**src/rtl/wdt_kick_gen_if.sv**
```systemverilog
// Signal bundle between the watchdog kicker and its application/configuration side.
// The kicker block connects through the slave modport; the driving side uses master.
interface wdt_kick_gen_if;
  logic       ena;
  logic [7:0] cfg_period;
  logic       cfg_load;
  logic       app_alive;
  logic       wd_bark;
  logic       clr;
  logic       kick;
  logic [1:0] state;
  logic [7:0] kick_count;
  logic [7:0] miss_count;
  logic       missed;
  logic       barked;

  modport master (
    output ena, cfg_period, cfg_load, app_alive, wd_bark, clr,
    input  kick, state, kick_count, miss_count, missed, barked
  );

  modport slave (
    input  ena, cfg_period, cfg_load, app_alive, wd_bark, clr,
    output kick, state, kick_count, miss_count, missed, barked
  );
endinterface

```
**src/rtl/wdt_kick_gen.sv**
```systemverilog
// Watchdog kicker: pulses kick once per window when the application has shown
// liveness, tracks missed windows, and locks out after a watchdog bark.
module wdt_kick_gen #(
  parameter logic [7:0] DEFAULT_PERIOD = 8'd16
) (
  input  logic           clk,
  input  logic           rst_n,
  wdt_kick_gen_if.slave  bus
);

  typedef enum logic [1:0] {
    IDLE   = 2'b00,
    RUN    = 2'b01,
    KICK   = 2'b10,
    STARVE = 2'b11
  } state_t;

  state_t     state_q, state_d;
  logic [7:0] cnt_q, cnt_d;
  logic [7:0] period_q;
  logic [7:0] kick_count_q;
  logic [7:0] miss_count_q;
  logic       alive_q, alive_d;
  logic       lock_q;
  logic       kick_q;
  logic       missed_q;
  logic       barked_q;

  logic       terminal;
  logic       live;
  logic       bark_hit;
  logic       miss_ev;
  logic       kick_ev;

  // Period 0 wraps to 255 here, which gives the 256-cycle window for free.
  assign terminal = (cnt_q == period_q - 8'd1);
  assign live     = alive_q | bus.app_alive;
  assign bark_hit = bus.wd_bark && (state_q != IDLE);

  always_comb begin
    // NOTE: every output of this block gets a default first, so no path can infer a latch.
    state_d = state_q;
    cnt_d   = cnt_q;
    alive_d = alive_q;

    case (state_q)
      IDLE:    if (bus.ena && !lock_q && !bus.wd_bark) state_d = RUN;
      RUN:     if (terminal) state_d = live ? KICK : STARVE;
      KICK:    state_d = RUN;
      STARVE:  if (bus.app_alive) state_d = KICK;
      default: state_d = IDLE;
    endcase

    if (bark_hit || !bus.ena) state_d = IDLE;

    if (state_d == IDLE) begin
      cnt_d   = 8'd0;
      alive_d = 1'b0;
    end else begin
      case (state_q)
        IDLE: begin
          cnt_d   = 8'd0;
          alive_d = 1'b0;
        end
        RUN: begin
          cnt_d   = cnt_q + 8'd1;
          alive_d = live;
        end
        // A strobe seen during the kick cycle counts toward the next window.
        KICK: begin
          cnt_d   = 8'd0;
          alive_d = bus.app_alive;
        end
        default: ;
      endcase
    end
  end

  assign miss_ev = (state_q == RUN) && (state_d == STARVE);
  assign kick_ev = (state_d == KICK);

  always_ff @(posedge clk or negedge rst_n) begin
    if (!rst_n) begin
      state_q      <= IDLE;
      cnt_q        <= 8'd0;
      alive_q      <= 1'b0;
      lock_q       <= 1'b0;
      kick_q       <= 1'b0;
      period_q     <= DEFAULT_PERIOD;
      kick_count_q <= 8'd0;
      miss_count_q <= 8'd0;
      missed_q     <= 1'b0;
      barked_q     <= 1'b0;
    end else begin
      // NOTE: non-blocking assignments keep every register sampling pre-edge values.
      state_q <= state_d;
      cnt_q   <= cnt_d;
      alive_q <= alive_d;
      kick_q  <= kick_ev;

      if (state_q == IDLE && bus.cfg_load) period_q <= bus.cfg_period;

      if (!bus.ena)     lock_q <= 1'b0;
      else if (bark_hit) lock_q <= 1'b1;

      if (kick_ev) kick_count_q <= kick_count_q + 8'd1;

      // A miss in the same cycle as clr wins: the count restarts at one.
      if (miss_ev) begin
        missed_q <= 1'b1;
        if (bus.clr)                   miss_count_q <= 8'd1;
        else if (miss_count_q != 8'hff) miss_count_q <= miss_count_q + 8'd1;
      end else if (bus.clr) begin
        missed_q     <= 1'b0;
        miss_count_q <= 8'd0;
      end

      if (bark_hit)     barked_q <= 1'b1;
      else if (bus.clr) barked_q <= 1'b0;
    end
  end

  assign bus.kick       = kick_q;
  assign bus.state      = state_q;
  assign bus.kick_count = kick_count_q;
  assign bus.miss_count = miss_count_q;
  assign bus.missed     = missed_q;
  assign bus.barked     = barked_q;

endmodule

```
**src/flat_wrapper.sv**
```systemverilog
// flat-port wrapper written by rule: the top's interface ports become plain ports
module wdt_kick_gen_flat 
#(
  parameter logic [7:0] DEFAULT_PERIOD = 8'd16
)
  (clk, rst_n, bus_ena, bus_cfg_period, bus_cfg_load, bus_app_alive, bus_wd_bark, bus_clr, bus_kick, bus_state, bus_kick_count, bus_miss_count, bus_missed, bus_barked);
  wdt_kick_gen_if bus_i ();
  input  logic clk;
  input  logic rst_n;
  input wire logic [$bits(bus_i.ena)-1:0] bus_ena;
  input wire logic [$bits(bus_i.cfg_period)-1:0] bus_cfg_period;
  input wire logic [$bits(bus_i.cfg_load)-1:0] bus_cfg_load;
  input wire logic [$bits(bus_i.app_alive)-1:0] bus_app_alive;
  input wire logic [$bits(bus_i.wd_bark)-1:0] bus_wd_bark;
  input wire logic [$bits(bus_i.clr)-1:0] bus_clr;
  output wire logic [$bits(bus_i.kick)-1:0] bus_kick;
  output wire logic [$bits(bus_i.state)-1:0] bus_state;
  output wire logic [$bits(bus_i.kick_count)-1:0] bus_kick_count;
  output wire logic [$bits(bus_i.miss_count)-1:0] bus_miss_count;
  output wire logic [$bits(bus_i.missed)-1:0] bus_missed;
  output wire logic [$bits(bus_i.barked)-1:0] bus_barked;
  assign bus_i.ena = bus_ena;
  assign bus_i.cfg_period = bus_cfg_period;
  assign bus_i.cfg_load = bus_cfg_load;
  assign bus_i.app_alive = bus_app_alive;
  assign bus_i.wd_bark = bus_wd_bark;
  assign bus_i.clr = bus_clr;
  assign bus_kick = bus_i.kick;
  assign bus_state = bus_i.state;
  assign bus_kick_count = bus_i.kick_count;
  assign bus_miss_count = bus_i.miss_count;
  assign bus_missed = bus_i.missed;
  assign bus_barked = bus_i.barked;
  wdt_kick_gen #(.DEFAULT_PERIOD(DEFAULT_PERIOD)) u_core (.clk(clk), .rst_n(rst_n), .bus(bus_i));
endmodule
```
**config.mk**
```make
export PLATFORM = sky130hd
export DESIGN_NAME = wdt_kick_gen_flat
export DESIGN_NICKNAME = d
export VERILOG_FILES = /design/src/rtl/wdt_kick_gen_if.sv /design/src/rtl/wdt_kick_gen.sv /design/src/flat_wrapper.sv
export SDC_FILE = /design/constraint.sdc
export NUM_CORES = 1
export LEC_CHECK = 0
export CORE_MARGIN = 4
export CORE_UTILIZATION = 25
export DETAILED_ROUTE_END_ITERATION = 7
export GPL_TIMING_DRIVEN = 0
export SYNTH_ARGS = -nofsm -noshare
export SYNTH_HDL_FRONTEND = slang
export SYNTH_SLANG_ARGS = --single-unit
export TNS_END_PERCENT = 100
```
**constraint.sdc**
```tcl
create_clock -name clk -period 5.4 [get_ports clk]
set_clock_uncertainty 0.1 [all_clocks]
set_input_delay 1.35 -clock clk [delete_from_list [all_inputs] [get_ports clk]]
set_output_delay 1.35 -clock clk [all_outputs]
set_load 0.005 [all_outputs]
```
After elaboration in Yosys (flattened, before gate mapping)

Cells that the tools add are included.

Output and inout port bits: 21
Logic and storage cells: 61
Register bits: 39
Input bits: 15

Bitwise logic cells: 1
$add $sub $neg: 4
Muxes and demuxes: 19
Reduce and logical (&&, ||, !) cells: 19
Equality and inequality tests: 8

Operators with widths:

| operator              | count |
|---|---|
| $mux W8               | 5 |
| $add A8 B1 Y8 const B | 3 |
| $pmux W8 S2           | 1 |
| $eq A2 B2 Y1 const B  | 4 |
| $eq A8 B8 Y1          | 1 |
| $mux W2               | 4 |
| $ne A8 B8 Y1 const B  | 1 |
| $pmux W2 S4           | 1 |
| $reduce_bool A2 Y1    | 4 |
| $sub A8 B1 Y8 const B | 1 |
| $mux W1               | 7 |
| $logic_and A1 B1 Y1   | 5 |
| $logic_not A2 Y1      | 2 |
| $reduce_bool A4 Y1    | 1 |
| $logic_not A1 Y1      | 3 |
| $pmux W1 S3           | 1 |
| $reduce_bool A3 Y1    | 1 |
| $eq A2 B1 Y1 const B  | 1 |
| $ne A2 B1 Y1 const B  | 1 |
| $reduce_and A2 Y1     | 1 |
| $reduce_or A2 Y1      | 1 |
| $logic_or A1 B1 Y1    | 1 |
| $or A1 B1 Y1          | 1 |

Logic depth before layout (Yosys ltp)

Word-level depth: 10
Depth in mapped cells: 13
Depth with buffers taken out: 11

Least setup slack after synthesis

No wires, ideal clock.

Path type: input to register
Start: in bus_wd_bark
End: reg u_core.miss_count_q[3] (netlist: u_core.bus.miss_count[3])
Path buffers: 0
Path slack: 2.239 ns
Cell stages on the path: 8
Arrival: 2.936 ns
Cells stage by stage: nand2b_1 nand3_1 a21oi_1 a22o_1 a31oi_4 a211oi_2 nor3b_1 mux2_2

Longest elaborated chain between the ends: 9
Elaborated cells between the ends (all ways): 12

RTL lines:

| item                         | line                | source |
|---|---|---|
| from (decl)                  | flat_wrapper.sv:14  | `input wire logic [$bits(bus_i.wd_bark)-1:0] bus_wd_bark;` |
| $logic_not A1 Y1             | wdt_kick_gen.sv:47  | `IDLE: if (bus.ena && !lock_q && !bus.wd_bark) state_d = RUN;` |
| $logic_and A1 B1 Y1          | wdt_kick_gen.sv:47  |  |
| $mux W2                      | wdt_kick_gen.sv:47  |  |
| $pmux W2 S4                  | wdt_kick_gen.sv:46  | `case (state_q)` |
| $mux W2 (*)                  | wdt_kick_gen.sv:54  | `if (bark_hit \|\| !bus.ena) state_d = IDLE;` |
| $eq A2 B2 Y1 (*)             | wdt_kick_gen.sv:79  | `assign miss_ev = (state_q == RUN) && (state_d == STARVE);` |
| $logic_and A1 B1 Y1 (*)      | wdt_kick_gen.sv:79  |  |
| $reduce_bool A2 Y1 (no line) | --                  |  |
| $reduce_and A2 Y1 (no line)  | --                  |  |
| to (signal assigned)         | wdt_kick_gen.sv:112 | `else if (miss_count_q != 8'hff) miss_count_q <= miss_count_q + 8'd1;` |
| to (decl)                    | wdt_kick_gen.sv:22  | `logic [7:0] miss_count_q;` |

Every way passes the cells marked *; elsewhere a longest branch is shown, timed or not.
A chain may end at the register's enable or synchronous reset.

Final worst setup path

Same ends and word-level chain as after synthesis.

==> summary.md <==
| Metric | Value |
|---|---|
| Hold-critical path depth | `1` |
| Yosys warns | `0` |
| Input/output buffers | `35` |
| Multi-input gate area | `1310 um2` |
| Hold Path End | `u_core.bus.missed$_DFFE_PN0P_` |
| Core Rows | `35` |
| PostCTS Resize Cnt | `0` |
| Slowest CP cell | `clkdlybuf4s50_1` |
| Final hold slack | `0.392 ns` |
| Pwr dens | `213 nW/um2` |
| Reg-to-Reg Start | `u_core.period_q[0]$_DFFE_PN0P_` |
| Number of global-route vias before repair | `1919` |
| Total Routing Usage GR | `9.61%` |
| Syn avg cell area | `9.62 um2` |
| Number of synthesized flops with an enable pin | `0` |
| Status | `complete, no violations` |
| I/O Pins | `36` |
| First-pass GRT wire length | `8960 um` |
| Top post-synthesis cells by area | `dfrtp_1, mux2_2, ha_1, nor2_1, xor2_1` |
| DP Wirelength | `3920 um` |
| Final nets | `316` |
| Sequential cell area | `977 um2` |
| Worst r2r dst | `u_core.bus.miss_count[3]$_DFFE_PN0P_` |
| Final Hold Viols | `0` |
| Synth Net Count | `273` |
| Crit path launch type | `primary input` |
| Max_cap viols | `0` |
| Reg2reg path depth | `11` |
| DRC | `0` |
| Final critical-path required period | `3.61 ns` |
| Overall power | `0.640 mW` |
| Crit path max fanout | `10` |
| Min-delay worst type | `reg -> reg` |
| CP max stage delay | `0.52 ns` |
| Clock root buffer | `clkbuf_8` |
| Commonest non-fill, non-tap cell in the layout | `dfrtp_1` |
| Ys flop type | `dfrtp_1` |
| Die X | `106 um` |
| Ratio of cells with drive above 1 in the final layout | `13.7%` |
| Clk sink count | `39` |
| Req. time, crit path | `5.47 ns` |
| Tcrit/Tclk final | `66.9%` |
| Post-CTS Setup Bufs | `0` |
| Initial antenna violation count | `0` |
| Cell Area, Synth | `2390 um2` |
| Clock transition at path regs | `0.07 ns` |
| Clk_lat worst skew | `0.28 ns` |
| CTS tree | `built` |
| Core Area | `9280 um2` |
| Most area-hungry cell type in the Yosys netlist | `dfrtp_1` |
| Post-synthesis instance total | `249` |
| Post-synth ARST share | `100%` |
| Die area | `11200 um2` |
| VDD IR max | `0.126 mV` |
| Drt pass-1 iters | `4` |
| Via count | `1932` |
| Max Fclk | `277 MHz` |
| CTS buffer count | `5` |
| Initial Util | `25.8%` |
| Sequential area share after synthesis | `40.8%` |
| Initial DRC count | `127` |
| WL/cell | `12.4 um` |
| Crit. End Element | `flop` |
| Cell Chain, Critical Path | `clkdlybuf4s50_1, o21ai_0, a21oi_1, a22o_1, a31oi_4, a211oi_2, nor3b_1, mux2_2` |
| Routed wire length | `5220 um` |
| Slew Viols, Final | `0` |
| Fillers | `993` |
| Die Span Y | `106 um` |
| Setup tns final | `0 ns` |
| Finished Layout Cells | `422` |
| Headroom to the max-slew limit | `67.2%` |
| Placed insts | `414` |
| Measured slew at the worst slew-check pin | `0.492 ns` |
| Most frequent cells in the layout | `dfrtp_1, clkdlybuf4s50_1, nor2_1` |
| Crit path kind | `in -> reg` |
| Via-to-Cell Ratio | `4.58` |
| Seq cells post-synth | `39` |
| # setup viols final | `0` |
| Diodes inserted | `0` |
| Synth top area share | `39.7%` |
| H-Tree Depth | `2` |
| RSZ-0062 raised after global routing | `false` |
| Hold-fix buffers, CTS | `0` |
| Leakage power | `1.29 nW` |
| ANT nets after route | `0` |
| Max clock buf depth | `2` |
| Synth-to-Final Area Change | `25.4%` |
| R2R Setup Slk | `1.95 ns` |
| Hold_sp | `u_core.bus.missed$_DFFE_PN0P_` |
| CP Data Arrival Time | `3.68 ns` |
| Pin count of the biggest net entering global routing | `25` |
| Gpl congestion | `0.757` |
| Overflow after GRT | `0` |
| Yosys cell types | `54` |
==> how the worst max path moves through the flow <==
stage	start	to	slack [ns]
after CTS	bus_wd_bark	u_core.bus.miss_count[3]$_DFFE_PN0P_	1.77
final	bus_wd_bark	u_core.bus.miss_count[3]$_DFFE_PN0P_	1.79
after global placement	bus_wd_bark	u_core.bus.miss_count[3]$_DFFE_PN0P_	1.44
after floorplan	bus_wd_bark	u_core.bus.miss_count[3]$_DFFE_PN0P_	2.24
after detailed placement	bus_wd_bark	u_core.bus.miss_count[3]$_DFFE_PN0P_	1.45
after global routing	bus_wd_bark	u_core.bus.miss_count[3]$_DFFE_PN0P_	1.61
==> critical path, delay by kind of cell <==
| family | cells | cell delay, ns |
|---|---|---|
| mux | 1 | 0.36 |
| simple gates | 1 | 0.27 |
| buf+inv | 1 | 0.52 |
| compound gates | 5 | 1.18 |
==> cells in the mapped netlist (2+ instances only) <==
cell type	count
nor4_1	4
and2_1	2
a21oi_1	16
nor2_1	28
nor3b_1	4
xor2_1	10
a21boi_0	2
clkbuf_8	2
nand3_1	6
inv_1	11
mux2_2	11
mux2i_1	2
nor2_2	2
nand2_1	15
nor2b_1	5
mux2_1	2
a22oi_1	2
and3_1	6
clkbuf_1	5
or3_1	3
or4_4	3
nor3_1	4
o21ai_0	16
nand4_1	6
nand2b_1	4
dfrtp_1	38
xnor2_1	5
ha_1	9
==> kinds of logic (layout without fill, tap and decap cells) <==
family / after synthesis / in the layout / synth area share [%]
xor+xnor: 16 / 16 / 6.17
buf+inv: 21 / 65 / 4.60
simple gates: 101 / 101 / 23.1
compound gates: 48 / 48 / 13.7
mux: 15 / 15 / 6.95
flops: 39 / 39 / 40.8
fa+ha+maj: 9 / 9 / 4.70
==> cell type report <==
cell class / instances / area share, %
plain buffers: 9 / 2.17
clock buffers: 7 / 2.54
clock inverters: 1 / 0.167
inverters: 12 / 1.50
multi-input cells: 189 / 43.5
flip-flops and latches: 39 / 32.5
well taps: 129 / 5.38
repair buffers: 36 / 12.2
==> routing by layer <==
| layer | share of wire, % | routed length [um] | track usage, % |
|---|---|---|---|
| met1 | 45 | 2330 | 12.2 |
| met2 | 49 | 2540 | 15.6 |
| met3 | 5.6 | 290 | 3.43 |
| met4 | 1.1 | 58 | 2.31 |
| met5 | 0 | 0 | 0 |
==> flip-flops by register name, indices dropped and copies added, names as in the netlist <==
name,count
u_core.alive_q,1
u_core.bus.kick_count,8
u_core.bus.kick,1
u_core.bus.state,2
u_core.bus.missed,1
u_core.cnt_q,8
u_core.bus.barked,1
u_core.period_q,8
u_core.lock_q,1
u_core.bus.miss_count,8
==> report_power, final <==
group	internal [mW]	total [mW]	switching, mW
combinational	0.0616	0.127	0.0653
sequential	0.306	0.324	0.0180
clock	0.0907	0.189	0.0978
total	0.459	0.640	0.181
==> stage by stage <==
stage	util, %	setup slack (ns)	instance area [um2]
after floorplan	-	2.24	2390
after global placement	31.3	1.44	2910
after detailed placement	31.5	1.45	2920
after CTS	32.3	1.77	3000
after global routing	32.3	1.61	3000
final	32.3	1.79	3000
Note: power is estimated with default switching activity, not from simulation.
